<file path="config.mk">
export PLATFORM = sky130hd
export DESIGN_NAME = melody_sequencer
export DESIGN_NICKNAME = d
export VERILOG_FILES = /design/src/rtl/melody_sequencer.sv
export SDC_FILE = /design/constraint.sdc
export NUM_CORES = 1
export LEC_CHECK = 0
export CORE_MARGIN = 4
export CORE_UTILIZATION = 30
export CTS_CLUSTER_DIAMETER = 120
export CTS_CLUSTER_SIZE = 28
export DETAILED_ROUTE_END_ITERATION = 10
export DONT_BUFFER_PORTS = 1
export GPL_ROUTABILITY_DRIVEN = 0
export SLEW_MARGIN = 20
export SYNTH_ARGS = -nofsm -noshare
export SYNTH_HDL_FRONTEND = slang
export SYNTH_SLANG_ARGS = --single-unit
</file>
<file path="constraint.sdc">
create_clock -name clk -period 4 [get_ports clk]
set_clock_uncertainty 0.1 [all_clocks]
set_input_delay 0.8 -clock clk [delete_from_list [all_inputs] [get_ports clk]]
set_output_delay 0.8 -clock clk [all_outputs]
set_load 0.01 [all_outputs]
</file>
<file path="src/rtl/melody_sequencer.sv">
// Purpose: run-time programmable note sequencer feeding the sine clkgen with pitch, gate and note_start.
// Latency: start -> first note_start 2 cycles; ending tick -> next note_start 2 cycles; all outputs registered.
// Backpressure: none; table writes and start requests arriving while busy are dropped, stop always wins.
//
// Ports:
//   clk, reset                  system clock, synchronous active-high reset
//   tick                        one-cycle sample-rate strobe that advances note timing
//   wr_en/wr_addr/wr_pitch/wr_dur  note table write port (accepted only while idle)
//   last_idx, loop              final note index (latched at start) and wrap enable (live)
//   start, stop                 one-cycle run / abort requests
//   busy, pitch, gate, note_start, done, cur_idx  registered playback status and tone controls
module melody_sequencer #(
    parameter int DEPTH = 32,
    parameter int AW    = 5,
    parameter int PW    = 5,
    parameter int DW    = 13,
    parameter int GAP   = 1
) (
    input  logic          clk,
    input  logic          reset,
    input  logic          tick,
    input  logic          wr_en,
    input  logic [AW-1:0] wr_addr,
    input  logic [PW-1:0] wr_pitch,
    input  logic [DW-1:0] wr_dur,
    input  logic [AW-1:0] last_idx,
    input  logic          loop,
    input  logic          start,
    input  logic          stop,
    output logic          busy,
    output logic [PW-1:0] pitch,
    output logic          gate,
    output logic          note_start,
    output logic          done,
    output logic [AW-1:0] cur_idx
);

    typedef enum logic [1:0] {IDLE, FETCH, PLAY} state_t;

    typedef struct packed {
        logic [PW-1:0] pitch;
        logic [DW-1:0] dur;
    } note_t;

    localparam int                    DW2   = DW + 2;
    localparam logic signed [DW+1:0]  GAP_S = DW2'(GAP);

    // Gate is high while the counter is below dur-GAP. The limit is formed two
    // bits wider and signed so that dur <= GAP yields a non-positive limit
    // (gate never opens) instead of wrapping to a large unsigned value.
    function automatic logic gate_on(input logic [PW-1:0] p,
                                     input logic [DW-1:0] ctr,
                                     input logic [DW-1:0] d);
        logic signed [DW+1:0] lim;
        lim = $signed({2'b00, d}) - GAP_S;
        return (p != '0) && ($signed({2'b00, ctr}) < lim);
    endfunction

    note_t         mem [DEPTH];
    note_t         rd_q;

    state_t        state_q, state_d;
    logic [AW-1:0] idx_q, idx_d;
    logic [AW-1:0] last_q, last_d;
    logic [DW-1:0] dur_q, dur_d;
    logic [DW-1:0] dur_ctr_q, dur_ctr_d;
    logic [PW-1:0] pitch_q, pitch_d;
    logic          gate_q, gate_d;
    logic          note_start_q, note_start_d;
    logic          done_q, done_d;
    logic [AW-1:0] cur_idx_q, cur_idx_d;
    logic          busy_q;
    logic [DW-1:0] fetch_dur;
    logic          wr_ok;

    assign wr_ok     = wr_en && (state_q == IDLE);
    // A zero duration plays as a single tick.
    assign fetch_dur = (rd_q.dur == '0) ? DW'(1) : rd_q.dur;

    // Table RAM. The read address is the next-cycle index, so the entry chosen
    // on the way into FETCH is already sitting in rd_q during FETCH and can be
    // loaded into the output registers on the FETCH->PLAY edge. A write to the
    // address being read in the same cycle is forwarded so a table load in the
    // start cycle is not missed.
    always_ff @(posedge clk) begin
        if (wr_ok) begin
            mem[wr_addr] <= {wr_pitch, wr_dur};
        end
        if (wr_ok && (wr_addr == idx_d)) begin
            rd_q <= {wr_pitch, wr_dur};
        end else begin
            rd_q <= mem[idx_d];
        end
    end

    always_ff @(posedge clk) begin
        if (reset) begin
            state_q      <= IDLE;
            idx_q        <= '0;
            last_q       <= '0;
            dur_q        <= '0;
            dur_ctr_q    <= '0;
            pitch_q      <= '0;
            gate_q       <= 1'b0;
            note_start_q <= 1'b0;
            done_q       <= 1'b0;
            cur_idx_q    <= '0;
            busy_q       <= 1'b0;
        end else begin
            state_q      <= state_d;
            idx_q        <= idx_d;
            last_q       <= last_d;
            dur_q        <= dur_d;
            dur_ctr_q    <= dur_ctr_d;
            pitch_q      <= pitch_d;
            gate_q       <= gate_d;
            note_start_q <= note_start_d;
            done_q       <= done_d;
            cur_idx_q    <= cur_idx_d;
            busy_q       <= (state_d != IDLE);
        end
    end

    always_comb begin
        state_d      = state_q;
        idx_d        = idx_q;
        last_d       = last_q;
        dur_d        = dur_q;
        dur_ctr_d    = dur_ctr_q;
        pitch_d      = pitch_q;
        gate_d       = gate_q;
        note_start_d = 1'b0;
        done_d       = 1'b0;
        cur_idx_d    = cur_idx_q;

        case (state_q)
            IDLE: begin
                pitch_d = '0;
                gate_d  = 1'b0;
                if (start && !stop) begin
                    last_d  = last_idx;
                    idx_d   = '0;
                    state_d = FETCH;
                end
            end

            FETCH: begin
                state_d      = PLAY;
                pitch_d      = rd_q.pitch;
                dur_d        = fetch_dur;
                dur_ctr_d    = '0;
                cur_idx_d    = idx_q;
                note_start_d = 1'b1;
                gate_d       = gate_on(rd_q.pitch, '0, fetch_dur);
            end

            PLAY: begin
                if (tick) begin
                    if (dur_ctr_q == (dur_q - DW'(1))) begin
                        // Silence through the FETCH cycle; pitch holds until the next note loads.
                        gate_d = 1'b0;
                        if (idx_q != last_q) begin
                            idx_d   = idx_q + AW'(1);
                            state_d = FETCH;
                        end else if (loop) begin
                            idx_d   = '0;
                            state_d = FETCH;
                        end else begin
                            done_d  = 1'b1;
                            pitch_d = '0;
                            state_d = IDLE;
                        end
                    end else begin
                        dur_ctr_d = dur_ctr_q + DW'(1);
                        gate_d    = gate_on(pitch_q, dur_ctr_q + DW'(1), dur_q);
                    end
                end
            end

            default: begin
                state_d = IDLE;
            end
        endcase

        // Abort overrides everything, including a simultaneous start.
        if (stop) begin
            state_d      = IDLE;
            pitch_d      = '0;
            gate_d       = 1'b0;
            note_start_d = 1'b0;
            done_d       = 1'b0;
        end
    end

    assign busy       = busy_q;
    assign pitch      = pitch_q;
    assign gate       = gate_q;
    assign note_start = note_start_q;
    assign done       = done_q;
    assign cur_idx    = cur_idx_q;

endmodule

</file>
==> run metrics <==
DP Wirelength 42.3 mm; hold path startpoint reset; max_cap viols 0; arrival time worst endpoint around 3.9 ns; grt total ovfl 0; largest net degree at the start of global routing 42; CP max-delay cell dfxtp_4; P_leak about 8.5 nW; Yosys top cell by area edfxtp_1; worst reg2reg path endpoint dur_q[0]; Design Area, Final around 29000 um2; R2R setup slack 0.51 ns; proportion of layout cells with a drive suffix above 1 0.179; Final TNS setup 0 ns; Crit Path Class flop to flop; # setup viols final 0; mean number of vias per cell between 5 and 6; Tmin final 3.49 ns; Cell Area, Placed between 20000 and 30000 um2; Synth Instances 1536; clk root buf clkbuf_16; via count around 14000; Ports 49; number of synthesized register bits between 600 and 700; Seq/Total Area, Yosys 0.710; initial antenna violation count 0; HP Class input port to flop; routed len/inst around 24 um; syn_area_per_cell roughly 17 um2; critical path fanouts, max 40; CTS Hold Buffers Added 0; drt total wl between 60 and 70 mm; startpoint types flop; Yosys top cell area share 0.666; clk sinks 633; first-pass GRT wire length around 97 mm; Post-synth EDFFs between 500 and 600; YS warnings 0; CTS max path bufs 3; CP cell instances buf_12 -> nor2b_1 -> a221o_1 -> nand2b_1 -> nand3_1 -> a21oi_1 -> nand4b_1 -> or3_1 -> a311oi_1; die area 91400 um2; CTS tree built; Cell Area, Synth about 26000 um2; crit path buf inv count 1; Worst Hold Endpoint last_q[0]; clk_lat worst skew about 0.6 ns; slew margin rel. 0.339; hold path depth 1; dominant synthesized flop cell edfxtp_1; Setup Buffers After CTS 0; ANT nets after route 0; DR DRC count 0; H-tree Lvls 1; die width 302 um; period utilization 0.872; hold slack final 0.147 ns; CP Capture Type flop; vias in the first global route 14100; Fmax 287 MHz; CTS buffer count 26; final slew viol count 0; RSZ-0062 raised after global routing false; Final #Nets around 1600; Pwr per Cell Area between 300 and 400 nW/um2; Netlist cell types 75; Pre-antenna DRT Iters 5; Buffers on Ports 0; FP Rows 107; Reg clk slew, reported paths about 0.11 ns; PostCTS Resize Cnt 0; Reg2Reg Depth 9; final hold vios 0; Worst EP required 4.41 ns; Overall Global Routing Usage 0.143; Initial Util 0.304; # diodes 0; CP delay by family, top simple AND/OR/NAND/NOR gates; area growth from synthesis to layout 10.2%; worst slew pin tran between 0.9 and 1 ns; synthesized net count about 1600; core area around 86000 um2; leading post-synthesis cells by cell area edfxtp_1 67%, mux4_2 8.5%, dfxtp_1 4.4%, mux2i_1 4.1%, nor2_1 1.4%; asr flop ratio synth 0; Die Ht 302 um; worst ir drop on vdd about 0.25 mV; status complete, no violations; crit-path max cell delay ~0.6 ns; drt initial violations between 1500 and 2000
## registers in the layout, summed over array words and instances (netlist names), named ones only
register / flops
last_q: 5
mem: 576
dur_q: 13
dur_ctr_q: 13
idx_q: 5
pitch: 5
busy: 1
gate: 1
done: 1
state_q: 2
cur_idx: 5
note_start: 1
## worst register-to-register path: stages (launching register included)
cell and delay (ns):
dfxtp_4 0.60, buf_12 0.35, nor2b_1 0.56, a221o_1 0.30, nand2b_1 0.13, nand3_1 0.08, a21oi_1 0.46, nand4b_1 0.14
or3_1 0.43, a311oi_1 0.26
## layout by cell type, fill, tap and decap left out, types with 5 or more instances in the layout
| cell type | n |
|---|---|
| edfxtp_1 | 576 |
| mux2i_1 | 106 |
| mux4_2 | 98 |
| buf_4 | 73 |
| nand2_1 | 70 |
| nor2_1 | 65 |
| dfxtp_1 | 52 |
| nand3_1 | 48 |
| a21oi_1 | 46 |
| nor2_2 | 32 |
| o21ai_0 | 28 |
| a22oi_1 | 28 |
| clkbuf_16 | 27 |
| xnor2_1 | 23 |
| ha_1 | 20 |
| nor3_1 | 19 |
| clkbuf_1 | 19 |
| nor2b_1 | 18 |
| a211oi_1 | 17 |
| o211ai_1 | 16 |
| or2_2 | 14 |
| and2_1 | 13 |
| a221oi_1 | 13 |
| buf_12 | 11 |
| inv_1 | 9 |
| or3_1 | 8 |
| xor2_1 | 7 |
| nor4_1 | 7 |
| nand2b_1 | 7 |
| mux2_2 | 7 |
| nand4_1 | 6 |
| o2111ai_1 | 6 |
| nand3b_1 | 6 |
| a31oi_1 | 6 |
| o21a_1 | 5 |
## synthesized netlist by cell type (3+ instances only)
library cell / instances
a311oi_1: 4
nand4_1: 6
o2111ai_1: 6
edfxtp_1: 576
mux2i_1: 106
a21oi_1: 46
buf_2: 24
nor4_1: 7
mux2_2: 7
a211oi_1: 17
ha_1: 20
a221oi_1: 13
o311ai_0: 4
o22ai_1: 4
nor3_1: 19
nor2_1: 97
o21ai_0: 28
nand4b_1: 3
nand3b_1: 6
buf_1: 12
a22oi_1: 28
nor2b_1: 18
mux4_2: 98
a31oi_1: 6
xor2_1: 7
or2_2: 14
dfxtp_1: 57
o211ai_1: 16
a21o_1: 4
nand3_1: 48
inv_1: 9
buf_6: 4
buf_4: 11
nand2b_1: 7
and3_1: 3
clkbuf_1: 32
nand2_1: 70
or3_1: 8
xnor2_1: 23
xnor3_1: 3
o21a_1: 5
and2_1: 13
## cell families (layout without fill, tap and decap cells)
| kind of cell | after synthesis | after routing | share of synthesized area |
|---|---|---|---|
| AO/OA/AOI/OAI | 207 | 207 | 0.0560 |
| XOR/XNOR | 33 | 33 | 0.0127 |
| adder cells (fa/ha/maj) | 20 | 20 | 0.00963 |
| buffers and inverters | 95 | 144 | 0.0176 |
| flip-flops | 633 | 633 | 0.710 |
| multiplexers | 211 | 211 | 0.129 |
| AND/OR/NAND/NOR | 337 | 337 | 0.0657 |
## routing by layer
metal,share of wire,GRT usage,vias up
li1,-,-,6150
met1,0.42,0.196,7359
met2,0.48,0.238,464
met3,0.082,0.0276,72
met4,0.021,0.0319,0
met5,0,0,-
## where the power goes
part	internal [mW]	total [mW]	switching, mW
combinational	0.108	0.287	0.180
sequential	7.25	7.27	0.0220
clock	1.29	3.22	1.93
## worst max path at each step
stage	to	cells after the start	slack [ns]	from
after floorplan	gate	12	1.09	dur_ctr_q[3]
after global placement	dur_q[0]	8	0.56	flop
after detailed placement	dur_q[0]	8	0.52	flop
after CTS	dur_q[0]	8	0.51	flop
after global routing	gate	12	0.24	dur_ctr_q[0]
final	dur_q[0]	9	0.51	flop
## final cells by class
class | instances | area (um2)
Clock buffer | 46 | 747
Multi-Input combinational cell | 808 | 7170
Fill cell | 8100 | 56900
Inverter | 12 | 45.0
Tap cell | 1144 | 1430
Clock inverter | 2 | 15.0
Timing Repair Buffer | 84 | 768
Sequential cell | 633 | 18400
## metrics by stage
stage               utilization  std cells  setup slack (ns)  total power, mW
CTS                       0.335       2729             0.510             10.9
detailed placement        0.326       2681             0.525             7.71
finish                    0.335       2729             0.511             10.8
global route              0.335       2729             0.243             11.1
global placement          0.326       2681             0.556             7.70
floorplan                     -       1536              1.09             7.63
Note: power is estimated with default switching activity, not from simulation.
